File: src/rtl/ecc_point_if.sv
// Request/result bundle between the scalar-multiplication controller and ecc_point_unit.
// Defining ECC_PU_DBG_EN adds the o_dbg_cycles / o_dbg_state debug outputs.
interface ecc_point_if #(
  parameter int unsigned WIDTH = 8
);
  logic             i_start;
  logic [WIDTH-1:0] i_prime;
  logic [WIDTH-1:0] i_a;
  logic [WIDTH-1:0] i_px;
  logic [WIDTH-1:0] i_py;
  logic             i_p_inf;
  logic [WIDTH-1:0] i_qx;
  logic [WIDTH-1:0] i_qy;
  logic             i_q_inf;
  logic [WIDTH-1:0] o_rx;
  logic [WIDTH-1:0] o_ry;
  logic             o_r_inf;
  logic             o_busy;
  logic             o_done;
`ifdef ECC_PU_DBG_EN
  logic [15:0]      o_dbg_cycles;
  logic [3:0]       o_dbg_state;

  modport master (
    output i_start, i_prime, i_a, i_px, i_py, i_p_inf, i_qx, i_qy, i_q_inf,
    input  o_rx, o_ry, o_r_inf, o_busy, o_done, o_dbg_cycles, o_dbg_state
  );
  modport slave (
    input  i_start, i_prime, i_a, i_px, i_py, i_p_inf, i_qx, i_qy, i_q_inf,
    output o_rx, o_ry, o_r_inf, o_busy, o_done, o_dbg_cycles, o_dbg_state
  );
`else
  modport master (
    output i_start, i_prime, i_a, i_px, i_py, i_p_inf, i_qx, i_qy, i_q_inf,
    input  o_rx, o_ry, o_r_inf, o_busy, o_done
  );
  modport slave (
    input  i_start, i_prime, i_a, i_px, i_py, i_p_inf, i_qx, i_qy, i_q_inf,
    output o_rx, o_ry, o_r_inf, o_busy, o_done
  );
`endif
endinterface

File: src/rtl/ecc_point_unit.sv
// Sequential EC point add/double over GF(p) with shift-add multiplier and Fermat inverse.
// Optional ECC_PU_DBG_EN adds a saturating latency counter and a state probe.
//
// Timing: the cycle after the accepting edge is cycle 1; o_done is high in cycle 2 for the
// special cases and in cycle 2 + 4*W + 2*W*W + 2*W (constant 0) for the general case. The
// general schedule is CHECK(1) NUM(2W: px*px, *3) DEN(W: py*2) INV(2W*W) LAM/RX/RY(3W),
// and addition runs the same schedule with the unused products discarded.
module ecc_point_unit #(
  parameter int unsigned WIDTH = 8
) (
  input logic         i_clk,
  input logic         i_rst,
  ecc_point_if.slave  bus
);
  localparam int unsigned CW = (WIDTH > 1) ? $clog2(WIDTH) : 1;
  localparam logic [CW-1:0] LastBit = CW'(WIDTH - 1);

  typedef enum logic [3:0] {
    StIdle, StCheck, StNum, StDen, StInv, StLam, StRx, StRy, StDone
  } state_t;

  function automatic logic [WIDTH-1:0] mod_add(input logic [WIDTH-1:0] x, input logic [WIDTH-1:0] y,
                                               input logic [WIDTH-1:0] m);
    logic [WIDTH:0] s;
    s = {1'b0, x} + {1'b0, y};
    if (s >= {1'b0, m}) s = s - {1'b0, m};
    return s[WIDTH-1:0];
  endfunction

  function automatic logic [WIDTH-1:0] mod_sub(input logic [WIDTH-1:0] x, input logic [WIDTH-1:0] y,
                                               input logic [WIDTH-1:0] m);
    logic [WIDTH:0] d;
    d = {1'b0, x} - {1'b0, y};
    if (d[WIDTH]) d = d + {1'b0, m};
    return d[WIDTH-1:0];
  endfunction

  // One MSB-first shift-add step: acc = 2*acc (+ addend) mod m.
  function automatic logic [WIDTH-1:0] mul_step(input logic [WIDTH-1:0] acc,
                                                input logic [WIDTH-1:0] addend,
                                                input logic b, input logic [WIDTH-1:0] m);
    logic [WIDTH-1:0] t;
    t = mod_add(acc, acc, m);
    if (b) t = mod_add(t, addend, m);
    return t;
  endfunction

  state_t           r_state;
  logic [WIDTH-1:0] r_p, r_a, r_px, r_py, r_qx, r_qy;
  logic             r_p_inf, r_q_inf, r_dbl, r_ph;
  logic [WIDTH-1:0] r_ma, r_mb, r_acc, r_num, r_den, r_res, r_lam, r_xr;
  logic [CW-1:0]    r_cnt, r_ebit;
  logic [WIDTH-1:0] r_out_rx, r_out_ry;
  logic             r_out_inf, r_busy, r_done;

  logic [WIDTH-1:0] w_acc_nxt, w_exp, w_inv_nxt, w_rx, w_dx;
  logic [WIDTH-1:0] w_sp_x, w_sp_y;
  logic             w_last, w_special, w_sp_inf, w_to_done;

  assign w_acc_nxt = mul_step(r_acc, r_ma, r_mb[r_cnt], r_p);
  assign w_last    = (r_cnt == '0);
  assign w_exp     = r_p - WIDTH'(2);
  assign w_inv_nxt = w_exp[r_ebit] ? w_acc_nxt : r_res;
  assign w_rx      = mod_sub(mod_sub(w_acc_nxt, r_px, r_p), r_qx, r_p);
  assign w_dx      = mod_sub(r_px, w_rx, r_p);
  assign w_to_done = ((r_state == StCheck) && w_special) || ((r_state == StRy) && w_last);

  always_comb begin
    w_special = 1'b1;
    w_sp_x    = '0;
    w_sp_y    = '0;
    w_sp_inf  = 1'b1;
    if (r_p_inf) begin
      w_sp_x   = r_qx;
      w_sp_y   = r_qy;
      w_sp_inf = r_q_inf;
    end else if (r_q_inf) begin
      w_sp_x   = r_px;
      w_sp_y   = r_py;
      w_sp_inf = 1'b0;
    end else if ((r_px == r_qx) && ((r_py != r_qy) || (r_py == '0))) begin
      w_sp_inf = 1'b1;
    end else begin
      w_special = 1'b0;
    end
  end

  always_ff @(posedge i_clk) begin
    if (i_rst) begin
      r_state   <= StIdle;
      r_out_rx  <= '0;
      r_out_ry  <= '0;
      r_out_inf <= 1'b0;
      r_busy    <= 1'b0;
      r_done    <= 1'b0;
    end else begin
      r_done <= 1'b0;
      if (r_state inside {StNum, StDen, StInv, StLam, StRx, StRy}) begin
        r_acc <= w_acc_nxt;
        r_cnt <= r_cnt - CW'(1);
      end
      unique case (r_state)
        StIdle: begin
          if (bus.i_start) begin
            r_p     <= bus.i_prime;
            r_a     <= bus.i_a;
            r_px    <= bus.i_px;
            r_py    <= bus.i_py;
            r_p_inf <= bus.i_p_inf;
            r_qx    <= bus.i_qx;
            r_qy    <= bus.i_qy;
            r_q_inf <= bus.i_q_inf;
            r_busy  <= 1'b1;
            r_state <= StCheck;
          end
        end
        StCheck: begin
          if (w_special) begin
            r_out_rx  <= w_sp_x;
            r_out_ry  <= w_sp_y;
            r_out_inf <= w_sp_inf;
            r_done    <= 1'b1;
            r_busy    <= 1'b0;
            r_state   <= StDone;
          end else begin
            r_dbl   <= (r_px == r_qx);
            r_ph    <= 1'b0;
            r_ma    <= r_px;
            r_mb    <= r_px;
            r_acc   <= '0;
            r_cnt   <= LastBit;
            r_state <= StNum;
          end
        end
        StNum: begin
          if (w_last) begin
            r_acc <= '0;
            r_cnt <= LastBit;
            if (!r_ph) begin
              r_ph <= 1'b1;
              r_ma <= w_acc_nxt;
              r_mb <= WIDTH'(3);
            end else begin
              r_num   <= r_dbl ? mod_add(w_acc_nxt, r_a, r_p) : mod_sub(r_qy, r_py, r_p);
              r_ma    <= r_py;
              r_mb    <= WIDTH'(2);
              r_state <= StDen;
            end
          end
        end
        StDen: begin
          if (w_last) begin
            r_den   <= r_dbl ? w_acc_nxt : mod_sub(r_qx, r_px, r_p);
            r_res   <= WIDTH'(1);
            r_ebit  <= LastBit;
            r_ph    <= 1'b0;
            r_ma    <= WIDTH'(1);
            r_mb    <= WIDTH'(1);
            r_acc   <= '0;
            r_cnt   <= LastBit;
            r_state <= StInv;
          end
        end
        StInv: begin
          // Square then always multiply by den; the product is kept only if the exponent bit is set.
          if (w_last) begin
            r_acc <= '0;
            r_cnt <= LastBit;
            if (!r_ph) begin
              r_res <= w_acc_nxt;
              r_ma  <= w_acc_nxt;
              r_mb  <= r_den;
              r_ph  <= 1'b1;
            end else begin
              r_res <= w_inv_nxt;
              r_ph  <= 1'b0;
              if (r_ebit == '0) begin
                r_ma    <= r_num;
                r_mb    <= w_inv_nxt;
                r_state <= StLam;
              end else begin
                r_ebit <= r_ebit - CW'(1);
                r_ma   <= w_inv_nxt;
                r_mb   <= w_inv_nxt;
              end
            end
          end
        end
        StLam: begin
          if (w_last) begin
            r_lam   <= w_acc_nxt;
            r_ma    <= w_acc_nxt;
            r_mb    <= w_acc_nxt;
            r_acc   <= '0;
            r_cnt   <= LastBit;
            r_state <= StRx;
          end
        end
        StRx: begin
          if (w_last) begin
            r_xr    <= w_rx;
            r_ma    <= r_lam;
            r_mb    <= w_dx;
            r_acc   <= '0;
            r_cnt   <= LastBit;
            r_state <= StRy;
          end
        end
        StRy: begin
          if (w_last) begin
            r_out_rx  <= r_xr;
            r_out_ry  <= mod_sub(w_acc_nxt, r_py, r_p);
            r_out_inf <= 1'b0;
            r_done    <= 1'b1;
            r_busy    <= 1'b0;
            r_state   <= StDone;
          end
        end
        StDone:  r_state <= StIdle;
        default: r_state <= StIdle;
      endcase
    end
  end

  assign bus.o_rx    = r_out_rx;
  assign bus.o_ry    = r_out_ry;
  assign bus.o_r_inf = r_out_inf;
  assign bus.o_busy  = r_busy;
  assign bus.o_done  = r_done;

`ifdef ECC_PU_DBG_EN
  logic [15:0] r_cyc, r_dbg_cycles;
  logic [15:0] w_cyc_inc;

  assign w_cyc_inc = (r_cyc == 16'hFFFF) ? r_cyc : r_cyc + 16'd1;

  always_ff @(posedge i_clk) begin
    if (i_rst) begin
      r_cyc        <= '0;
      r_dbg_cycles <= '0;
    end else begin
      if (r_state == StIdle) begin
        if (bus.i_start) r_cyc <= 16'd1;
      end else if (r_state != StDone) begin
        r_cyc <= w_cyc_inc;
      end
      if (w_to_done) r_dbg_cycles <= w_cyc_inc;
    end
  end

  assign bus.o_dbg_cycles = r_dbg_cycles;
  assign bus.o_dbg_state  = r_state;
`else
  logic w_unused;
  assign w_unused = w_to_done;
`endif
endmodule

File: src/flat_wrapper.sv
// flat-port wrapper written by rule: the top's interface ports become plain ports
module ecc_point_unit_flat 
#(
  parameter int unsigned WIDTH = 8
)
  (i_clk, i_rst, bus_i_start, bus_i_prime, bus_i_a, bus_i_px, bus_i_py, bus_i_p_inf, bus_i_qx, bus_i_qy, bus_i_q_inf, bus_o_rx, bus_o_ry, bus_o_r_inf, bus_o_busy, bus_o_done);
  ecc_point_if #(.WIDTH(WIDTH)) bus_i ();
  input logic i_clk;
  input logic i_rst;
  input wire logic [$bits(bus_i.i_start)-1:0] bus_i_start;
  input wire logic [$bits(bus_i.i_prime)-1:0] bus_i_prime;
  input wire logic [$bits(bus_i.i_a)-1:0] bus_i_a;
  input wire logic [$bits(bus_i.i_px)-1:0] bus_i_px;
  input wire logic [$bits(bus_i.i_py)-1:0] bus_i_py;
  input wire logic [$bits(bus_i.i_p_inf)-1:0] bus_i_p_inf;
  input wire logic [$bits(bus_i.i_qx)-1:0] bus_i_qx;
  input wire logic [$bits(bus_i.i_qy)-1:0] bus_i_qy;
  input wire logic [$bits(bus_i.i_q_inf)-1:0] bus_i_q_inf;
  output wire logic [$bits(bus_i.o_rx)-1:0] bus_o_rx;
  output wire logic [$bits(bus_i.o_ry)-1:0] bus_o_ry;
  output wire logic [$bits(bus_i.o_r_inf)-1:0] bus_o_r_inf;
  output wire logic [$bits(bus_i.o_busy)-1:0] bus_o_busy;
  output wire logic [$bits(bus_i.o_done)-1:0] bus_o_done;
  assign bus_i.i_start = bus_i_start;
  assign bus_i.i_prime = bus_i_prime;
  assign bus_i.i_a = bus_i_a;
  assign bus_i.i_px = bus_i_px;
  assign bus_i.i_py = bus_i_py;
  assign bus_i.i_p_inf = bus_i_p_inf;
  assign bus_i.i_qx = bus_i_qx;
  assign bus_i.i_qy = bus_i_qy;
  assign bus_i.i_q_inf = bus_i_q_inf;
  assign bus_o_rx = bus_i.o_rx;
  assign bus_o_ry = bus_i.o_ry;
  assign bus_o_r_inf = bus_i.o_r_inf;
  assign bus_o_busy = bus_i.o_busy;
  assign bus_o_done = bus_i.o_done;
  ecc_point_unit #(.WIDTH(WIDTH)) u_core (.i_clk(i_clk), .i_rst(i_rst), .bus(bus_i));
endmodule
File: config.mk
export PLATFORM = sky130hd
export DESIGN_NAME = ecc_point_unit_flat
export DESIGN_NICKNAME = d
export VERILOG_FILES = /design/src/rtl/ecc_point_if.sv /design/src/rtl/ecc_point_unit.sv /design/src/flat_wrapper.sv
export SDC_FILE = /design/constraint.sdc
export NUM_CORES = 1
export LEC_CHECK = 0
export BUFFER_PORTS_ARGS = -buffer_cell sky130_fd_sc_hd__buf_4
export CORE_AREA = 2 2 172 174
export CTS_CLUSTER_SIZE = 8
export DETAILED_ROUTE_END_ITERATION = 7
export DIE_AREA = 0 0 174 176
export PLACE_DENSITY_LB_ADDON = 0.05
export SLEW_MARGIN = 20
export SYNTH_ARGS = -nofsm -noshare
export SYNTH_HDL_FRONTEND = slang
export SYNTH_SLANG_ARGS = --single-unit
File: constraint.sdc
create_clock -name i_clk -period 17.1 [get_ports i_clk]
set_clock_uncertainty 0.2 [all_clocks]
set_input_delay 3.42 -clock i_clk [delete_from_list [all_inputs] [get_ports i_clk]]
set_output_delay 3.42 -clock i_clk [all_outputs]
set_load 0.005 [all_outputs]
==> flow_results.org <==
** Run status
- Result of the run :: finished, final reports clean

** Setup path
- On the critical path, the stage with the largest delay is an instance of sky130_fd_sc_hd__a21boi_0.
- The worst setup path is captured at a flip-flop.
- The worst setup path is launched from a flip-flop.
- The setup path with the least slack is of type flip-flop to flip-flop.
- For the worst setup path, the data required time is 17.05 ns.
- In this run the critical register-to-register path is launched from u_core.r_p[1].
- Worst flop-to-flop path endpoint :: u_core.r_mb[7]
- The worst register-to-register path has a depth of 58.
- The most numerous cell type found on the critical path is sky130_fd_sc_hd__ha_1.
- Data arrives at the worst endpoint at ~13 ns.
- Setup slack of the most critical reg-to-reg path :: 3.97 ns
- The largest single stage delay on the critical path is 0.54 ns.
- Of all nets on the critical path, the largest fanout is 16.

** Synthesis
- Cell accounting for the most synthesized area :: sky130_fd_sc_hd__edfxtp_1
- Synthesis warning total :: 0
- Yosys mapped a number of flops with a built-in enable equal to 122.
- Each instance of the synthesized netlist takes up on average 9.28 sq um.
- Most frequently used cell type in the post-synthesis netlist :: sky130_fd_sc_hd__ha_1
- The commonest cells after synthesis are sky130_fd_sc_hd__ha_1 (137), sky130_fd_sc_hd__edfxtp_1 (122), sky130_fd_sc_hd__nor2_1 (117).
- Yosys mapped the design onto 94 distinct sky130hd cell types.
- Synth Cell Area :: around 13000 sq um
- Dominant cells by area after synthesis :: sky130_fd_sc_hd__edfxtp_1 (29%), sky130_fd_sc_hd__ha_1 (13%), sky130_fd_sc_hd__xnor2_1 (4.3%)
- Post-synthesis cell count :: 1369
- The top cell type by area accounts for between 20% and 30% of the synthesized area.
- The synthesized design contains 145 register bits.
- After synthesis, the share of flip-flops with an asynchronous set or reset is 0%.
- In the synthesized netlist the dominant register cell turns out to be sky130_fd_sc_hd__edfxtp_1.
- Of the synthesized area, sequential elements account for approximately 32%.
- Synthesis produced a netlist with a net count of 1576.

** Placed design
- Placed cell area :: 13800 sq um
- Once detailed placement completed, the half-perimeter wirelength came to roughly 31000 um.
- Routability-driven placement finished with a final weighted congestion of between 0.9 and 1.
- I/O Buffers :: 71
- Including well taps, the total number of placed cells is 1809.

** Global route
- Entering global routing, the biggest net connects 51 pins.
- Across every metal layer, demand over resource in global routing totals 26.9%.
- Overflow left after global routing :: 0
- The via count of the first global-routing pass came to roughly 10000.
- Global routing used 38.6% of the available met1 tracks.
- In the global route stage, met3 resource usage came out at roughly 4.0%.
- After global routing, the most crowded layer is met2.
- Antenna violations before repair :: 0
- Met2 track utilization from global routing :: 42.3%
- Global-route wire length before repair :: 62300 um

** Layout
- Share of final-layout standard cells stronger than drive strength 1 :: 13.1%
- Final Non-Filler Cells :: ~1800
- Post-layout nets :: 1652
- Relative to the synthesized area, the layout overhead comes to 13.2%.
- The layout has roughly 2700 filler cells.
- The repair_antennas step left the layout with diodes totalling 0.
- Once layout is done, the placed cells without fillers occupy 14400 sq um.

** Hold path
- For hold timing, the worst endpoint is u_core.bus.o_ry[3].
- The min-delay analysis places its worst path in the category flip-flop to flip-flop.
- Origin of the worst min-delay path :: u_core.bus.o_ry[3]
- Count of cells along the worst hold path :: 2

** STA
- Final max-slew violation count :: 0
- The final hold violation count came to 0.
- Unrepaired setup endpoints after global routing :: false
- Tightest slew margin relative to the limit :: 36.5%
- Number of endpoints failing setup at the final stage :: 0
- After layout, the minimum clock period comes to 13.13 ns.
- In the final timing run, aggregate negative setup slack is 0 ns.
- At the pin with the least slew margin, the transition time is 0.952 ns.
- For this run, the top clock speed supported by timing is 0.0761 GHz.
- Worst slack on hold paths :: between 0.2 and 0.3 ns
- Period utilisation layout :: 76.8%

** Floorplanning
- The floorplan step defined a die boundary enclosing 30600 sq um.
- During I/O placement, the number of pins put on the boundary was 72.
- Floorplan die height :: 176 um
- After floorplanning, the core was divided into 62 placement rows.
- Measured along the x axis, the die boundary spans roughly 170 um.
- Once the floorplan was initialized, standard cells occupied between 40% and 50% of the core.
- After floorplanning, the core was sized to cover 28500 sq um.

** Clock network
- Clock latency on the worst-skew pair :: 0.44 ns
- Buffer count from post-CTS setup fixing :: 0
- TritonCTS Buffers :: 17
- The H-tree was split into 4 levels.
- CTS placed an instance of sky130_fd_sc_hd__clkbuf_16 at the clock tree root.
- The clock net in this run drives a total of 145 sinks.
- Clock tree from TritonCTS :: yes
- Number of resized instances in the post-cts repair step :: 0
- Hold buffer count at CTS :: 0
- After clock tree synthesis, the clock-pin slew on the worst setup and hold paths is approximately 0.070 ns.
- Clock Tree Buf Depth :: 2

** Detailed routing
- The detailed router placed 10940 vias in this run.
- Number of vias per cell :: a little under 6
- Iteration-0 DRC count of the detailed router :: 1089
- The first detailed-routing pass ran for 6 iterations.
- Post-detailed-route count of antenna-violating nets :: 0
- Final WL :: 40900 um
- Number of DRC violations after detailed routing :: 0
- Dividing the detail-routed wire length by the instance count gives approximately 22 um.

** Flow run
- The tool flagged a number of max-cap violations equal to 0.
==> cells in the final DEF (no fill, tap or decap), drive strengths merged, types with 8 or more instances in the layout <==
cell	count
inv	109
nor2	119
nand2	103
a222oi	14
nor2b	22
or2	10
xnor2	62
o31a	8
fa	17
o21ai	81
mux2	18
nand2b	9
o21bai	11
dfxtp	23
edfxtp	122
nand3	25
o21a	19
ha	137
o211ai	30
buf	97
nor4	12
o221ai	10
or3	9
mux2i	22
a211oi	18
a21oi	104
a31oi	12
a21o	38
xor2	37
nor3	30
nand4	11
clkbuf	19
==> layer usage <==
metal,wire length (um),part of all wire [%],vias up
li1,-,-,5256
met3,2850,6.9,59
met4,1000,2.4,0
met1,19100,47,5188
met5,0,0,-
met2,18000,44,437
==> critical path: cells and delay by family (launching register included) <==
family	cells	cell delay, ns
compound gates	23	5.01
flops	1	0.36
xor+xnor	7	1.13
buf+inv	6	1.21
simple gates	11	1.60
fa+ha+maj	10	3.10
mux	1	0.19
==> how the worst max path moves through the flow <==
stage,start,endpoint,depth (start not counted)
6_report,u_core.r_p[1],u_core.r_mb[7],58
5_1_grt,u_core.r_p[1],u_core.r_mb[7],58
2_1_floorplan,u_core.r_p[1],u_core.r_mb[7],57
3_3_place_gp,u_core.r_p[1],u_core.r_mb[7],59
3_5_place_dp,u_core.r_p[1],u_core.r_mb[7],55
4_1_cts,u_core.r_p[1],u_core.r_mb[7],55
==> per-stage QoR <==
step                      worst slack [ns]  utilization [%]
after floorplan                       5.17                -
after global placement                4.31             48.2
after detailed placement              4.01             48.2
after CTS                             3.99             50.4
after global routing                  3.02             50.4
final                                 3.97             50.4
==> area by class of cell <==
type	instances	area (sq um)	share of cell area (%)
inverter	107	402	2.79
clock inverter	13	178	1.23
clock buffer	19	443	3.08
timing repair buffer	97	726	5.04
multi-input combinational	1077	8030	55.8
tap	384	480	3.34
sequential	145	4120	28.7
==> sequential cells by signal, indices dropped and copies added (netlist names), 3 cells and up <==
| signal | flops |
|---|---|
| u_core.bus.o_rx | 8 |
| u_core.bus.o_ry | 8 |
| u_core.r_a | 8 |
| u_core.r_acc | 8 |
| u_core.r_den | 8 |
| u_core.r_lam | 8 |
| u_core.r_ma | 8 |
| u_core.r_mb | 8 |
| u_core.r_num | 8 |
| u_core.r_p | 8 |
| u_core.r_px | 8 |
| u_core.r_py | 8 |
| u_core.r_qx | 8 |
| u_core.r_qy | 8 |
| u_core.r_res | 8 |
| u_core.r_xr | 8 |
| u_core.r_state | 4 |
| u_core.r_cnt | 3 |
| u_core.r_ebit | 3 |
==> logic make-up (layout without fill, tap and decap cells) <==
family	Yosys count	in the layout	synth area share (%)
buffers and inverters	147	236	4.45
muxes	43	43	3.99
and+or+nand+nor	373	373	13.8
AOI/OAI and AO/OA	408	408	22.3
adders and majority gates	154	154	16.2
DFF	145	145	32.5
xor gates and xnor gates	99	99	6.82
Power is left out: the tool's default activity adds up to more than one toggle a clock period on the data nets, which glitch-free logic cannot reach.
